### src/rtl/seg_disp_sched_pkg.sv
// Shared types and constants for the seven-segment display scheduler.
// Latency: none (types and constants only).
// Backpressure: none.
package seg_disp_sched_pkg;

  typedef enum logic [1:0] {
    ST_IDLE  = 2'd0,
    ST_SHOW  = 2'd1,
    ST_ALERT = 2'd2
  } state_t;

  // Value parked on the display bus whenever nothing is being shown.
  localparam logic [15:0] BLANK = 16'h0000;

endpackage

### src/rtl/seg_disp_sched_rr_pick.sv
// Round-robin priority picker: first asserted req at ptr, ptr+1, ... wrapping mod N.
// Latency: purely combinational.
// Backpressure: none; valid=0 when req is all zero.
module seg_disp_sched_rr_pick #(
  parameter int N = 4,
  localparam int SRC_W = $clog2(N)
) (
  input  logic [N-1:0]     req,
  input  logic [SRC_W-1:0] ptr,
  output logic [SRC_W-1:0] winner,
  output logic             valid
);

  // Scan from farthest to nearest offset so the nearest requester is written last and wins.
  always_comb begin
    valid  = 1'b0;
    winner = '0;
    for (int k = N - 1; k >= 0; k--) begin
      if (req[(int'(ptr) + k) % N]) begin
        valid  = 1'b1;
        winner = SRC_W'((int'(ptr) + k) % N);
      end
    end
  end

endmodule

### src/rtl/seg_disp_sched.sv
// Time-slices the 4-digit display between N_SRC requesters round-robin, with alert preemption.
// Latency: 1 cycle from req/alert/data to registered grant and display outputs.
// Backpressure: none; a requester holds its req level and is served when the rotation reaches it.
module seg_disp_sched
  import seg_disp_sched_pkg::*;
#(
  parameter int N_SRC = 4,
  parameter int HOLD  = 50000000,
  parameter int CNT_W = 26,
  localparam int SRC_W = $clog2(N_SRC)
) (
  input  logic                  clk,
  input  logic                  rst,
  input  logic [N_SRC-1:0]      req,
  input  logic [16*N_SRC-1:0]   data,
  input  logic                  alert,
  input  logic [15:0]           alert_data,
  output logic [15:0]           disp_num,
  output logic                  disp_blank,
  output logic [N_SRC-1:0]      grant,
  output logic [SRC_W-1:0]      cur_src,
  output logic                  slot_done
);

  state_t             state, state_n;
  logic [CNT_W-1:0]   cnt, cnt_n;
  logic [SRC_W-1:0]   ptr, ptr_n;
  logic [15:0]        num_n;
  logic               blank_n, done_n;
  logic [N_SRC-1:0]   grant_n;
  logic [SRC_W-1:0]   src_n;

  logic [SRC_W-1:0]   next_src;
  logic [SRC_W-1:0]   pick_ptr;
  logic [SRC_W-1:0]   pick_idx;
  logic               pick_vld;
  logic               timeout;

  // When a slot ends, the rotation resumes just after the source that owned it.
  assign next_src = (cur_src == SRC_W'(N_SRC - 1)) ? '0 : cur_src + 1'b1;
  assign pick_ptr = (state == ST_SHOW) ? next_src : ptr;
  assign timeout  = (cnt == CNT_W'(HOLD - 1));

  seg_disp_sched_rr_pick #(.N(N_SRC)) u_pick (
    .req    (req),
    .ptr    (pick_ptr),
    .winner (pick_idx),
    .valid  (pick_vld)
  );

  // Next-state and next-output decode; alert overrides every state.
  always_comb begin
    state_n = state;
    cnt_n   = cnt;
    ptr_n   = ptr;
    num_n   = disp_num;
    blank_n = disp_blank;
    grant_n = grant;
    src_n   = cur_src;
    done_n  = 1'b0;
    if (alert) begin
      state_n = ST_ALERT;
      grant_n = '0;
      blank_n = 1'b0;
      num_n   = alert_data;
      cnt_n   = '0;
    end else begin
      case (state)
        ST_IDLE: begin
          if (pick_vld) begin
            state_n           = ST_SHOW;
            grant_n           = '0;
            grant_n[pick_idx] = 1'b1;
            src_n             = pick_idx;
            cnt_n             = '0;
            blank_n           = 1'b0;
            num_n             = data[16*int'(pick_idx) +: 16];
          end else begin
            grant_n = '0;
            blank_n = 1'b1;
            num_n   = BLANK;
          end
        end
        ST_SHOW: begin
          if (timeout || !req[cur_src]) begin
            // Timeout wins over a simultaneous req drop, so slot_done follows timeout only.
            done_n = timeout;
            ptr_n  = next_src;
            if (pick_vld) begin
              grant_n           = '0;
              grant_n[pick_idx] = 1'b1;
              src_n             = pick_idx;
              cnt_n             = '0;
              blank_n           = 1'b0;
              num_n             = data[16*int'(pick_idx) +: 16];
            end else begin
              state_n = ST_IDLE;
              grant_n = '0;
              blank_n = 1'b1;
              num_n   = BLANK;
              cnt_n   = '0;
            end
          end else begin
            cnt_n = cnt + 1'b1;
            num_n = data[16*int'(cur_src) +: 16];
          end
        end
        ST_ALERT: begin
          // Always pass through IDLE so arbitration restarts cleanly from ptr.
          state_n = ST_IDLE;
          grant_n = '0;
          blank_n = 1'b1;
          num_n   = BLANK;
          cnt_n   = '0;
        end
        default: begin
          state_n = ST_IDLE;
          grant_n = '0;
          blank_n = 1'b1;
          num_n   = BLANK;
          cnt_n   = '0;
        end
      endcase
    end
  end

  // State and registered outputs, cleared immediately by reset.
  always_ff @(posedge clk or posedge rst) begin
    if (rst) begin
      state      <= ST_IDLE;
      cnt        <= '0;
      ptr        <= '0;
      disp_num   <= BLANK;
      disp_blank <= 1'b1;
      grant      <= '0;
      cur_src    <= '0;
      slot_done  <= 1'b0;
    end else begin
      state      <= state_n;
      cnt        <= cnt_n;
      ptr        <= ptr_n;
      disp_num   <= num_n;
      disp_blank <= blank_n;
      grant      <= grant_n;
      cur_src    <= src_n;
      slot_done  <= done_n;
    end
  end

endmodule

### config.mk
export PLATFORM = sky130hd
export DESIGN_NAME = seg_disp_sched
export DESIGN_NICKNAME = d
export VERILOG_FILES = /design/src/rtl/seg_disp_sched_pkg.sv /design/src/rtl/seg_disp_sched_rr_pick.sv /design/src/rtl/seg_disp_sched.sv
export SDC_FILE = /design/constraint.sdc
export NUM_CORES = 1
export LEC_CHECK = 0
export CORE_MARGIN = 2
export CORE_UTILIZATION = 45
export CTS_BUF_LIST = sky130_fd_sc_hd__clkbuf_8
export DETAILED_ROUTE_END_ITERATION = 12
export GPL_TIMING_DRIVEN = 0
export HOLD_SLACK_MARGIN = 0.08
export PLACE_DENSITY = 0.81
export SETUP_SLACK_MARGIN = 0.4
export SYNTH_ARGS = -nofsm -noshare
export SYNTH_HDL_FRONTEND = slang
export SYNTH_SLANG_ARGS = --single-unit
### constraint.sdc
create_clock -name clk -period 2.2 [get_ports clk]
set_input_delay 0.22 -clock clk [delete_from_list [all_inputs] [get_ports clk]]
set_output_delay 0.22 -clock clk [all_outputs]
set_load 0.05 [all_outputs]
==> impl_metrics.toml <==
[worst_setup_path]
worstRegToRegCells = 9
reg_to_reg_end = "cnt[9]"
cp-start-kind = "flip-flop"
worst-endpoint-arrival_ps = 2630
critical_path_source = "cnt[0]"
timing.critical_path.to = "cnt[9]"
required_time_of_the_worst_setup_path_ps = 2400
critPathMaxFanout = 5
regToRegSetupSlack_ps = -220
critPathCaptureType = "flip-flop"
crit_type = "reg2reg"
timing.rr.start = "cnt[0]"

[placement]
place.detailed.hpwl_um = 7942
globalplace.congestion = 0.8139
postPlaceCellArea_um2 = 5052
placement.setup.worst_slack_ps = -667.9
port_buffers = 110

[cells_and_area]
finish.net_count = 618
drive_gt1_share_pct = 19.62
layout.cells.most_common = "sky130_fd_sc_hd__clkdlybuf4s50_1"
fill_cells = 611
num_antenna_cells = 0
layout-area-overhead-vs-synth_pct = 46.92
fin_area_um2 = 5552
sequential_cell_area_um2 = 1356
multi_input_comb_area_um2 = 2430
mostFrequentLayoutCells = "sky130_fd_sc_hd__clkdlybuf4s50_1 (108), sky130_fd_sc_hd__nand2_1 (51), sky130_fd_sc_hd__dfrtp_1 (50)"

[pwr]
power.static_leakage_nw = 2.179
power_per_cell_area_nw_per_um2 = 857.4
pwr-share-comb_pct = 60.5
share_seq_of_total_power_pct = 25.0
clockPowerShare_pct = 14.5
power.total_mw = 4.760
total_switching_power_mw = 1.865
p_sw_share_pct = 39.19
intPower_mw = 2.895
peakVddDrop_uv = 427.5

[route]
drt-vias-per-instance = 5.780
wirelength_um = 11010
vias = 3670
post_drt_wl_per_cell_um = 17.34
drc = 0
detailedRoute.firstIterationViolations = 135
dr.pass1.iters = 4
postRouteAntennaNets = 0

[yosys]
synth.yosys.warnings = 0
async_reset_ff_share_pct = 100.0
synthDistinctLibCells = 49
netlist_area_um2 = 3779
mappedNetlistNets = 480
post-synth-top-area-cell = "sky130_fd_sc_hd__dfrtp_1"
syn_area_per_cell_um2 = 9.664
synth_top_cell_area_share_pct = 35.10
synth_sequential_area_ratio_pct = 35.79
synth.ff_latch_count = 54
prevailing_post_synth_register_cell = "sky130_fd_sc_hd__dfrtp_1"
synth.top_cells.by_area = "sky130_fd_sc_hd__dfrtp_1 (35%), sky130_fd_sc_hd__mux4_2 (10%), sky130_fd_sc_hd__mux2i_1 (9.0%)"
netlist_instances = 391
number_of_enable_type_register_cells_in_the_synthesized_netlist = 0

[sta]
min_period_over_period_pct = 110.2
fin_crit_ps = 2423
report.final.hold_viol_count = 0
unrepaired_setup_endpoints_after_global_routing = "true"
setup_viol = 44
worstMarginPinSlew_ps = 627.0
slew_limit_headroom_pct = 58.15
max_fclk_ghz = 0.4126
fin_hold_ws_ps = 242.8
fin_skew_ps = 11.08
final_ws_setup_ps = -223.4
fin_setup_tns_ps = -6759
slew_viol_final = 0

[clock_network]
hold_buffers = 0
cts_tree = "built"
cts.path.max_buffers = 2
numClockSinks = 54
ctsHtreeMaxLevel = 2
cts-buffers-inserted = 5
clk_pin_slew_worst_paths_ps = 110
cts_root_buf = "sky130_fd_sc_hd__clkbuf_8"
worstSkewPairLatency_ps = 320

[floorplan]
die_area_um2 = 9146
chipWidth_um = 95.64
fp-row-count = 33
fp.coreArea_um2 = 8175
die_h_um = 95.64
initial_core_util_pct = 46.22
boundaryPins = 111

[run]
max_cap_check_violation_count = 0

[grt]
grt_antenna_before_repair = 0
total_routing_usage_gr_pct = 24.79
grt_max_degree = 33
vias_in_the_first_global_route = 3750
final_global_route_overflow_total = 0
wire_length_of_the_first_global_routing_pass_um = 17700

[run_status]
status = "finished, violations left"
violations = "negative setup slack"

[min_path]
path_type_of_the_worst_min_delay_path = "in2async"
power by group through the flow:
stage          Combinational, mW  Clock [mW]  Sequential (mW)
2_1_floorplan               1.48           0             1.55
3_3_place_gp                2.49           0             1.20
3_5_place_dp                2.54           0             1.20
4_1_cts                     2.75       0.692             1.19
5_1_grt                     3.05       0.734             1.20
6_report                    2.88       0.692             1.19
registers in the layout (all words and copies together) (netlist names):
register    cells
ptr             2
disp_num       16
cnt            26
slot_done       1
state           2
disp_blank      1
cur_src         2
grant           4
critical path: stages (launching register included):
cell	delay, ps
sky130_fd_sc_hd__dfrtp_1	370
sky130_fd_sc_hd__ha_2	190
sky130_fd_sc_hd__or4bb_4	480
sky130_fd_sc_hd__nor4_4	270
sky130_fd_sc_hd__a31oi_4	170
sky130_fd_sc_hd__and2_4	180
sky130_fd_sc_hd__buf_6	120
sky130_fd_sc_hd__o21ai_4	170
sky130_fd_sc_hd__o22ai_1	110
sky130_fd_sc_hd__a22o_1	230
metal layers:
metal	GRT usage, %	share of wire, %	up-vias
li1	-	-	1706
met3	6.008	6.9	23
met1	29.55	40	1786
met5	0	0	-
met4	7.619	2.3	0
met2	44.00	51	155
synthesized netlist by cell type, types with 4 or more instances:
master,number
sky130_fd_sc_hd__a21oi_1,6
sky130_fd_sc_hd__a2bb2oi_1,16
sky130_fd_sc_hd__and2_1,4
sky130_fd_sc_hd__and3_1,4
sky130_fd_sc_hd__buf_2,6
sky130_fd_sc_hd__clkbuf_1,11
sky130_fd_sc_hd__dfrtp_1,53
sky130_fd_sc_hd__inv_1,8
sky130_fd_sc_hd__mux2_2,5
sky130_fd_sc_hd__mux2i_1,34
sky130_fd_sc_hd__mux4_2,17
sky130_fd_sc_hd__nand2_1,52
sky130_fd_sc_hd__nand3_1,10
sky130_fd_sc_hd__nand4_1,6
sky130_fd_sc_hd__nor2_1,33
sky130_fd_sc_hd__nor2b_1,18
sky130_fd_sc_hd__nor3_1,6
sky130_fd_sc_hd__o211ai_1,16
sky130_fd_sc_hd__o21ai_0,24
sky130_fd_sc_hd__xnor2_1,8
sky130_fd_sc_hd__xor2_1,11
cells by family (layout without fill, tap and decap cells):
logic type	after synthesis	after routing	share of synthesized area, %
compound gates	78	78	14.14
buf+inv	30	169	4.304
flops	54	54	35.79
fa+ha+maj	2	2	0.6621
xor+xnor	19	19	4.404
simple gates	151	151	19.67
mux	57	57	21.03
what timing repair did:
| action | 4_1_cts | 5_1_grt |
|---|---|---|
| gates cloned | 2 | 0 |
| resized for setup | 41 | 26 |
| pin swaps | 10 | 5 |
| buffers inserted | 10 | 8 |
| endpoints found under the setup margin | 52 | 52 |
how the worst min path moves through the flow:
stage	slack, ps	to	cells past startpoint
floorplan	370	disp_num[14]	2
global placement	470	cnt[5]	1
detailed placement	480	cnt[5]	1
CTS	260	disp_num[12]	2
global route	280	disp_num[11]	2
finish	240	disp_num[12]	2
metrics by stage:
stage / util (%) / instances
after floorplan: - / 391
after global placement: 61.55 / 606
after detailed placement: 61.80 / 607
after CTS: 66.18 / 627
after global routing: 67.91 / 635
final: 67.91 / 635
layout make-up:
type	count	area share (%)
Inverter	8	0.5409
Clock inverter	3	0.7888
Timing Repair Buffer	131	23.42
Clock buffer	5	1.240
Tap cell	105	2.366
Multi-Input combinational cell	307	43.77
Buffer	22	3.448
Sequential cell	54	24.43
Note: power is estimated with default switching activity, not from simulation.
